$ cat src/rtl/cook_pkg.sv
// Shared constants for the cook timer: state encoding, time-field width and LED bit positions.
package cook_pkg;

    localparam int FIELD_W = 6;

    typedef enum logic [1:0] {
        ST_SET   = 2'd0,
        ST_COOK  = 2'd1,
        ST_PAUSE = 2'd2,
        ST_DONE  = 2'd3
    } state_e;

    localparam int LED_COOK = 0;
    localparam int LED_DONE = 1;

endpackage

$ cat src/rtl/cook_sequencer_rise_detect.sv
// Registered rising-edge detector; the reset value of the history flop is a parameter.
module rise_detect #(
    parameter logic RST_VAL = 1'b1
) (
    input  logic clk,
    input  logic rst_n,
    input  logic en_i,
    input  logic d_i,
    output logic rise_o
);

    logic d_q;

    always_ff @(posedge clk or negedge rst_n) begin
        if (!rst_n) begin
            d_q <= RST_VAL;
        end else if (en_i) begin
            d_q <= d_i;
        end
    end

    assign rise_o = d_i & ~d_q;

endmodule

$ cat src/rtl/cook_sequencer.sv
// Kitchen timer sequencer: SET -> COOK -> DONE countdown with minute/second entry.
// Optional pause on start edge in COOK is built when COOK_SEQUENCER_PAUSE_EN is defined.
module cook_sequencer
    import cook_pkg::*;
#(
    parameter int MAX_MIN = 59,
    parameter int MAX_SEC = 59
) (
    input  logic               clk,
    input  logic               reset,
    input  logic               enable,
    input  logic               tick_1hz,
    input  logic               minutes,
    input  logic               seconds,
    input  logic               start,
    output logic [FIELD_W-1:0] q_minutes,
    output logic [FIELD_W-1:0] q_seconds,
    output logic [1:0]         state,
    output logic [1:0]         LED,
    output logic               done_disp
);

    localparam logic [FIELD_W-1:0] MAX_MIN_V = FIELD_W'(MAX_MIN);
    localparam logic [FIELD_W-1:0] MAX_SEC_V = FIELD_W'(MAX_SEC);
    localparam logic [FIELD_W-1:0] ONE       = FIELD_W'(1);

    state_e             state_q, state_d;
    logic [FIELD_W-1:0] min_q, min_d;
    logic [FIELD_W-1:0] sec_q, sec_d;
    logic [FIELD_W-1:0] pmin_q, pmin_d;
    logic [FIELD_W-1:0] psec_q, psec_d;
    logic               start_rise_raw;
    logic               start_rise;
`ifdef COOK_SEQUENCER_PAUSE_EN
    logic               blink_q, blink_d;
`endif

    // History resets high so a start held through reset is not seen as an edge.
    rise_detect #(.RST_VAL(1'b1)) u_start_edge (
        .clk    (clk),
        .rst_n  (reset),
        .en_i   (enable),
        .d_i    (start),
        .rise_o (start_rise_raw)
    );

    assign start_rise = start_rise_raw & enable;

    always_ff @(posedge clk or negedge reset) begin
        if (!reset) begin
            state_q <= ST_SET;
            min_q   <= '0;
            sec_q   <= '0;
            pmin_q  <= '0;
            psec_q  <= '0;
`ifdef COOK_SEQUENCER_PAUSE_EN
            blink_q <= 1'b0;
`endif
        end else begin
            state_q <= state_d;
            min_q   <= min_d;
            sec_q   <= sec_d;
            pmin_q  <= pmin_d;
            psec_q  <= psec_d;
`ifdef COOK_SEQUENCER_PAUSE_EN
            blink_q <= blink_d;
`endif
        end
    end

    always_comb begin
        state_d = state_q;
        min_d   = min_q;
        sec_d   = sec_q;
        pmin_d  = pmin_q;
        psec_d  = psec_q;
`ifdef COOK_SEQUENCER_PAUSE_EN
        blink_d = blink_q;
`endif
        if (enable) begin
            case (state_q)
                ST_SET: begin
                    // A start edge wins over any coincident button pulse.
                    if (start_rise) begin
                        if ((min_q != '0) || (sec_q != '0)) begin
                            pmin_d  = min_q;
                            psec_d  = sec_q;
                            state_d = ST_COOK;
                        end
                    end else begin
                        if (minutes) min_d = (min_q >= MAX_MIN_V) ? '0 : min_q + ONE;
                        if (seconds) sec_d = (sec_q >= MAX_SEC_V) ? '0 : sec_q + ONE;
                    end
                end
                ST_COOK: begin
`ifdef COOK_SEQUENCER_PAUSE_EN
                    if (start_rise) begin
                        state_d = ST_PAUSE;
                        blink_d = 1'b1;
                    end else
`endif
                    if (tick_1hz) begin
                        if (sec_q != '0) begin
                            sec_d = sec_q - ONE;
                        end else if (min_q != '0) begin
                            min_d = min_q - ONE;
                            sec_d = MAX_SEC_V;
                        end
                        if ((min_d == '0) && (sec_d == '0)) state_d = ST_DONE;
                    end
                end
`ifdef COOK_SEQUENCER_PAUSE_EN
                ST_PAUSE: begin
                    if (start_rise) begin
                        state_d = ST_COOK;
                    end else if (tick_1hz) begin
                        blink_d = ~blink_q;
                    end
                end
`endif
                ST_DONE: begin
                    if (start_rise) begin
                        min_d   = pmin_q;
                        sec_d   = psec_q;
                        state_d = ST_SET;
                    end
                end
                default: state_d = ST_SET;
            endcase
        end
    end

    always_comb begin
        LED           = 2'b00;
        LED[LED_COOK] = (state_q == ST_COOK);
        LED[LED_DONE] = (state_q == ST_DONE);
`ifdef COOK_SEQUENCER_PAUSE_EN
        if (state_q == ST_PAUSE) LED[LED_COOK] = blink_q;
`endif
    end

    assign q_minutes = min_q;
    assign q_seconds = sec_q;
    assign state     = state_q;
    assign done_disp = (state_q == ST_DONE);

endmodule

$ cat config.mk
export PLATFORM = sky130hd
export DESIGN_NAME = cook_sequencer
export DESIGN_NICKNAME = d
export VERILOG_FILES = /design/src/rtl/cook_pkg.sv /design/src/rtl/cook_sequencer_rise_detect.sv /design/src/rtl/cook_sequencer.sv
export SDC_FILE = /design/constraint.sdc
export NUM_CORES = 1
export LEC_CHECK = 0
export BUFFER_PORTS_ARGS = -buffer_cell sky130_fd_sc_hd__buf_2
export CORE_MARGIN = 1
export CORE_UTILIZATION = 55
export CTS_CLUSTER_SIZE = 40
export DETAILED_ROUTE_END_ITERATION = 16
export PLACE_DENSITY = 0.76
export SETUP_SLACK_MARGIN = 0.02
export SLEW_MARGIN = 10
export SYNTH_ARGS = -nofsm -noshare
export SYNTH_HDL_FRONTEND = slang
export SYNTH_SLANG_ARGS = --single-unit
$ cat constraint.sdc
create_clock -name clk -period 2.5 [get_ports clk]
set_input_delay 0.25 -clock clk [delete_from_list [all_inputs] [get_ports clk]]
set_output_delay 0.25 -clock clk [all_outputs]
set_load 0.02 [all_outputs]
==> qor.csv, run 1 <==
metric,value,unit
status,"finished, final reports clean",
synth_seq_cells,27,
syn_nets,233,
yosysSeqAreaShare,33.8,%
final_util,64.4,%
h-tree-depth,1,
ioPinCount,24,
gr-total-overflow,0,
clockBufferDepth,2,
num-nets-final,254,
r2r_slack,0.32,ns
cp-start-kind,flop,
synth_top_cell_by_area,dfrtp_1,
setup_tns,0,ns
timing.rr.start,q_seconds[1]$_DFFE_PN0P_,
ctsResizeCount,0,
worstPathRequired,2.73,ns
clock-sinks,27,
post-route-cell-area,0.00220,mm^2
die-width,62.4,um
globalplace.congestion,0.867,
r2r_cells,7,
areaGrowthSynthToFinish,9.74,%
syn_inst,222,
post-cts-setup-buffer-count,0,
arrival,2.41,ns
die_area,0.00389,mm^2
drt-initial-drc-count,93,
slowest_stage,dfrtp_1,
hold_depth,2,
fp-row-count,21,
grt_max_degree,28,
clock.fmax,0.459,GHz
hp-start,start,
insertion_delay,0.34,ns
rsz0062_at_grt,false,
crit_chain,inv_1 > ha_1 > nor2b_1 > buf_4 > nand4_2 > and4b_4 > mux2_2,
skew,0.0184,ns
synthFlopType,dfrtp_1,
ys_warn_count,0,
slowest_delay,0.53,ns
initial_utilization,58.7,%
period_needed,2.18,ns
drive_gt1_share,26.0,%
layout.cells.most_common_list,"dfrtp_1, buf_2, nand2_1",
routed_wl,4850,um
syn_area_per_cell,9.03,um^2
slew_violations,0,
die_h,62.4,um
slew-limit-headroom,60.4,%
ir_worst_vdd,0.609,mV
end_kind,flop,
routedWlPerCell,16.8,um
cts_tree,yes,
critical_path_class,reg -> reg,
numCtsBuffers,3,
maxCapViolations,0,
portBuffers,23,
antenna_found_initial,0,
final_common_cell,dfrtp_1,
core-area,0.00342,mm^2
syn-cell-area,0.00200,mm^2
placed_cell_area,0.00216,mm^2
p_leak,0.932,nW
drc,0,
root_buffer,clkbuf_4,
synthArstFlopShare,100,%
hold_violations,0,
worstMarginPinSlew,0.594,ns
r2r_end,psec_q[3]$_DFFE_PN0P_,
grt_pass1_vias,1710,
synthTopCellsByArea,"dfrtp_1, mux2_2, nand2_1, a31oi_1, o2bb2ai_1",
synth.top_cell.area_share,32.5,%
dr.pass1.iters,5,
vias_per_cell,6.38,
dp_hpwl,3490,um
diodes,0,
path_clk_slew,0.17,ns
vias,1838,
min_to,u_start_edge.d_q$_DFFE_PN1P_,
finalCritPeriodShare,87.2,%
holdBufCountCts,1,
synth.distinct_cells,58,
grt_pass1_wl,8170,um
powerDensity,1270,mW/mm^2
hp-class,in -> reg,
ant_nets,0,
grtUsageTotal,26.6,%
synth-edff-count,0,
setup_viol,0,
crit_fanout,12,
cells by family after synthesis:
| family | Yosys count | synth area share (%) |
|---|---|---|
| AOI/OAI and AO/OA | 69 | 24.6 |
| and+or+nand+nor | 66 | 18.4 |
| buffers and inverters | 30 | 7.12 |
| DFF | 27 | 33.8 |
| muxes | 20 | 11.0 |
| xor gates and xnor gates | 6 | 2.62 |
| adders and majority gates | 4 | 2.50 |
metrics by stage:
stage	instances	worst slack (ns)	hold WS (ns)	power [mW]
floorplan	222	0.236	-0.0456	2.09
global placement	283	0.387	0.290	2.53
detailed placement	283	0.369	0.291	2.56
CTS	288	0.337	0.140	2.77
global route	288	0.243	0.124	3.00
finish	288	0.319	0.138	2.79
layer usage:
layer / GRT usage (%) / vias up / share of wire [%]
li1: - / 871 / -
met1: 39.4 / 869 / 47
met2: 40.0 / 92 / 44
met3: 3.83 / 6 / 8.0
met4: 8.14 / 0 / 1.2
met5: 0 / - / 0
critical path: cells and delay by family (launching register included):
kind | cells | cell delay [ns]
adder cells (fa/ha/maj) | 1 | 0.26
multiplexers | 1 | 0.37
buffers and inverters | 2 | 0.25
flip-flops | 1 | 0.53
AND/OR/NAND/NOR | 3 | 0.68
where the power goes:
group          internal, mW  leakage (nW)  switching (mW)
registers             0.626         0.332           0.314
logic                 0.714         0.582           0.927
clock network        0.0655        0.0183           0.144
total                  1.41         0.932            1.39
cells in the mapped netlist, types with 4 or more instances:
library cell / number
a21oi_1: 10
a22oi_1: 5
a31oi_1: 9
clkbuf_1: 9
dfrtp_1: 26
ha_1: 4
inv_1: 10
mux2_2: 17
nand2_1: 18
nand2b_1: 6
nand3_1: 6
nor2_1: 12
o211ai_1: 4
o21ai_0: 10
o2bb2ai_1: 6
o31ai_1: 4
xnor2_1: 4
layout make-up:
class	count	area [um^2]
fillers	300	1220
multi-input cells	165	1180
flip-flops and latches	27	677
repair buffers	35	208
well taps	46	57.6
inverters	11	41.3
clock buffers	3	22.5
clock inverters	1	8.76
worst max path at each step:
stage / from / to / slack (ns) / depth (start not counted)
after floorplan: q_seconds[0]$_DFFE_PN0P_ / pmin_q[0]$_DFFE_PN0P_ / 0.24 / 9
after global placement: q_seconds[1]$_DFFE_PN0P_ / pmin_q[0]$_DFFE_PN0P_ / 0.39 / 7
after detailed placement: q_seconds[1]$_DFFE_PN0P_ / psec_q[3]$_DFFE_PN0P_ / 0.37 / 7
after CTS: q_seconds[1]$_DFFE_PN0P_ / psec_q[3]$_DFFE_PN0P_ / 0.34 / 7
after global routing: q_seconds[1]$_DFFE_PN0P_ / psec_q[3]$_DFFE_PN0P_ / 0.24 / 7
final: q_seconds[1]$_DFFE_PN0P_ / psec_q[3]$_DFFE_PN0P_ / 0.32 / 7
flip-flops by register name, indices dropped and copies added (netlist names):
name / count
pmin_q: 6
psec_q: 6
q_minutes: 6
q_seconds: 6
state: 2
u_start_edge.d_q: 1
No activity file was read; power rests on OpenSTA's default activity.
==> inputs of run 2 (changes only) <==
==> constraint.sdc (replaced) <==
create_clock -name clk -period 2.5 [get_ports clk]
set_input_delay 0.5 -clock clk [delete_from_list [all_inputs] [get_ports clk]]
set_output_delay 0.5 -clock clk [all_outputs]
set_load 0.02 [all_outputs]
==> qor.csv, run 2 (synthesized netlist as in run 1, its figures left out) <==
metric,value,unit
status,"finished, final reports clean",
globalplace.congestion,0.888,
powerDensity,1280,mW/mm^2
maxCapViolations,0,
root_buffer,clkbuf_4,
dp_hpwl,3580,um
cp-start-kind,flop,
die_area,0.00389,mm^2
rsz0062_at_grt,false,
portBuffers,23,
grt_max_degree,28,
slew-limit-headroom,60.2,%
vias,1871,
end_kind,output pin,
routed_wl,4980,um
layout.cells.most_common_list,"dfrtp_1, buf_2, nand2_1",
ir_worst_vdd,0.676,mV
dr.pass1.iters,5,
h-tree-depth,1,
place_inst,284,
finalCritPeriodShare,88.6,%
multi_input_area,0.00118,mm^2
clockBufferDepth,2,
setup_viol,0,
timing.rr.start,q_seconds[1]$_DFFE_PN0P_,
crit_start,state[0]$_DFFE_PN0P_,
num-nets-final,254,
drive_gt1_share,26.4,%
numCtsBuffers,3,
ant_nets,0,
setup_tns,0,ns
ioPinCount,24,
vias_per_cell,6.50,
gr-total-overflow,0,
critical_path.top_delay_family,buffers and inverters,
crit_chain,buf_4 > nand2_1 > clkinv_1 > buf_2,
crit_buf_inv,3,
skew,0.00682,ns
routedWlPerCell,17.3,um
hp-class,in -> async,
seq_area,677,um^2
fp-row-count,21,
drt-initial-drc-count,136,
slew_violations,0,
antenna_found_initial,0,
period_needed,2.22,ns
ctsResizeCount,0,
arrival,1.72,ns
slowest_delay,0.49,ns
holdBufCountCts,0,
clock.fmax,0.451,GHz
initial_utilization,58.7,%
finalNonFillerCells,288,
slowest_stage,dfrtp_1,
post-cts-setup-buffer-count,0,
drc,0,
insertion_delay,0.33,ns
grt_pass1_vias,1714,
areaGrowthSynthToFinish,9.43,%
p_leak,0.932,nW
crit_fanout,9,
critical_path_class,reg -> out,
core-area,0.00342,mm^2
worstMarginPinSlew,0.597,ns
fillerInstances,294,
grt_pass1_wl,8400,um
grtUsageTotal,27.4,%
clock-sinks,27,
final_common_cell,dfrtp_1,
cts_tree,yes,
worstPathRequired,2.00,ns
path_clk_slew,0.15,ns
diodes,0,
die_h,62.4,um
hold_violations,0,
die-width,62.4,um
run 2: cell types whose count changed in the layout (fill, tap and decap cells not counted):
cell	delta
inv_6	-1
dlygate4sd3_1	-1
clkinv_2	+1
buf_4	+1
run 2: routing by layer:
metal / wire length, um / track usage, %
met1: 2300 / 39.4
met2: 2220 / 42.9
met3: 390 / 2.74
met4: 63 / 10.5
met5: 0 / 0
run 2: through the flow:
| step | hold slack, ns | cell area (um^2) | power (mW) | setup WS (ns) | utilization, % |
|---|---|---|---|---|---|
| 2_1_floorplan | 0.204 | 2000 | 2.09 | 0.236 | - |
| 3_3_place_gp | 0.482 | 2170 | 2.55 | 0.423 | 63.4 |
| 3_5_place_dp | 0.497 | 2170 | 2.58 | 0.390 | 63.4 |
| 4_1_cts | 0.170 | 2190 | 2.78 | 0.319 | 64.2 |
| 5_1_grt | 0.179 | 2190 | 3.02 | 0.212 | 64.2 |
| 6_report | 0.149 | 2190 | 2.80 | 0.284 | 64.2 |
run 2: layout make-up:
type | instances | area share [%]
clock buffer | 3 | 1.03
clock inverter | 1 | 0.228
inverter | 11 | 1.88
multi-input combinational | 165 | 54.0
sequential | 27 | 30.9
tap | 46 | 2.62
timing repair buffer | 35 | 9.36
run 2: worst paths after layout:
check                                          endpoint  slack (ns)  cells after the start
setup / recovery                                 LED[1]        0.28                      4
hold / removal                    psec_q[0]$_DFFE_PN0P_        0.15                      1
setup reg to reg                  pmin_q[2]$_DFFE_PN0P_        0.35                      7
hold reg to reg                   psec_q[3]$_DFFE_PN0P_        0.54                      1
max in group asynchronous      q_minutes[4]$_DFFE_PN0P_        1.96                      1
min in group clk           u_start_edge.d_q$_DFFE_PN1P_        0.41                      2
run 2: where the power goes:
part	switching (mW)	total, mW	internal [mW]
Combinational	0.960	1.69	0.725
Sequential	0.298	0.925	0.627
Clock	0.133	0.193	0.0601
Total	1.39	2.80	1.41
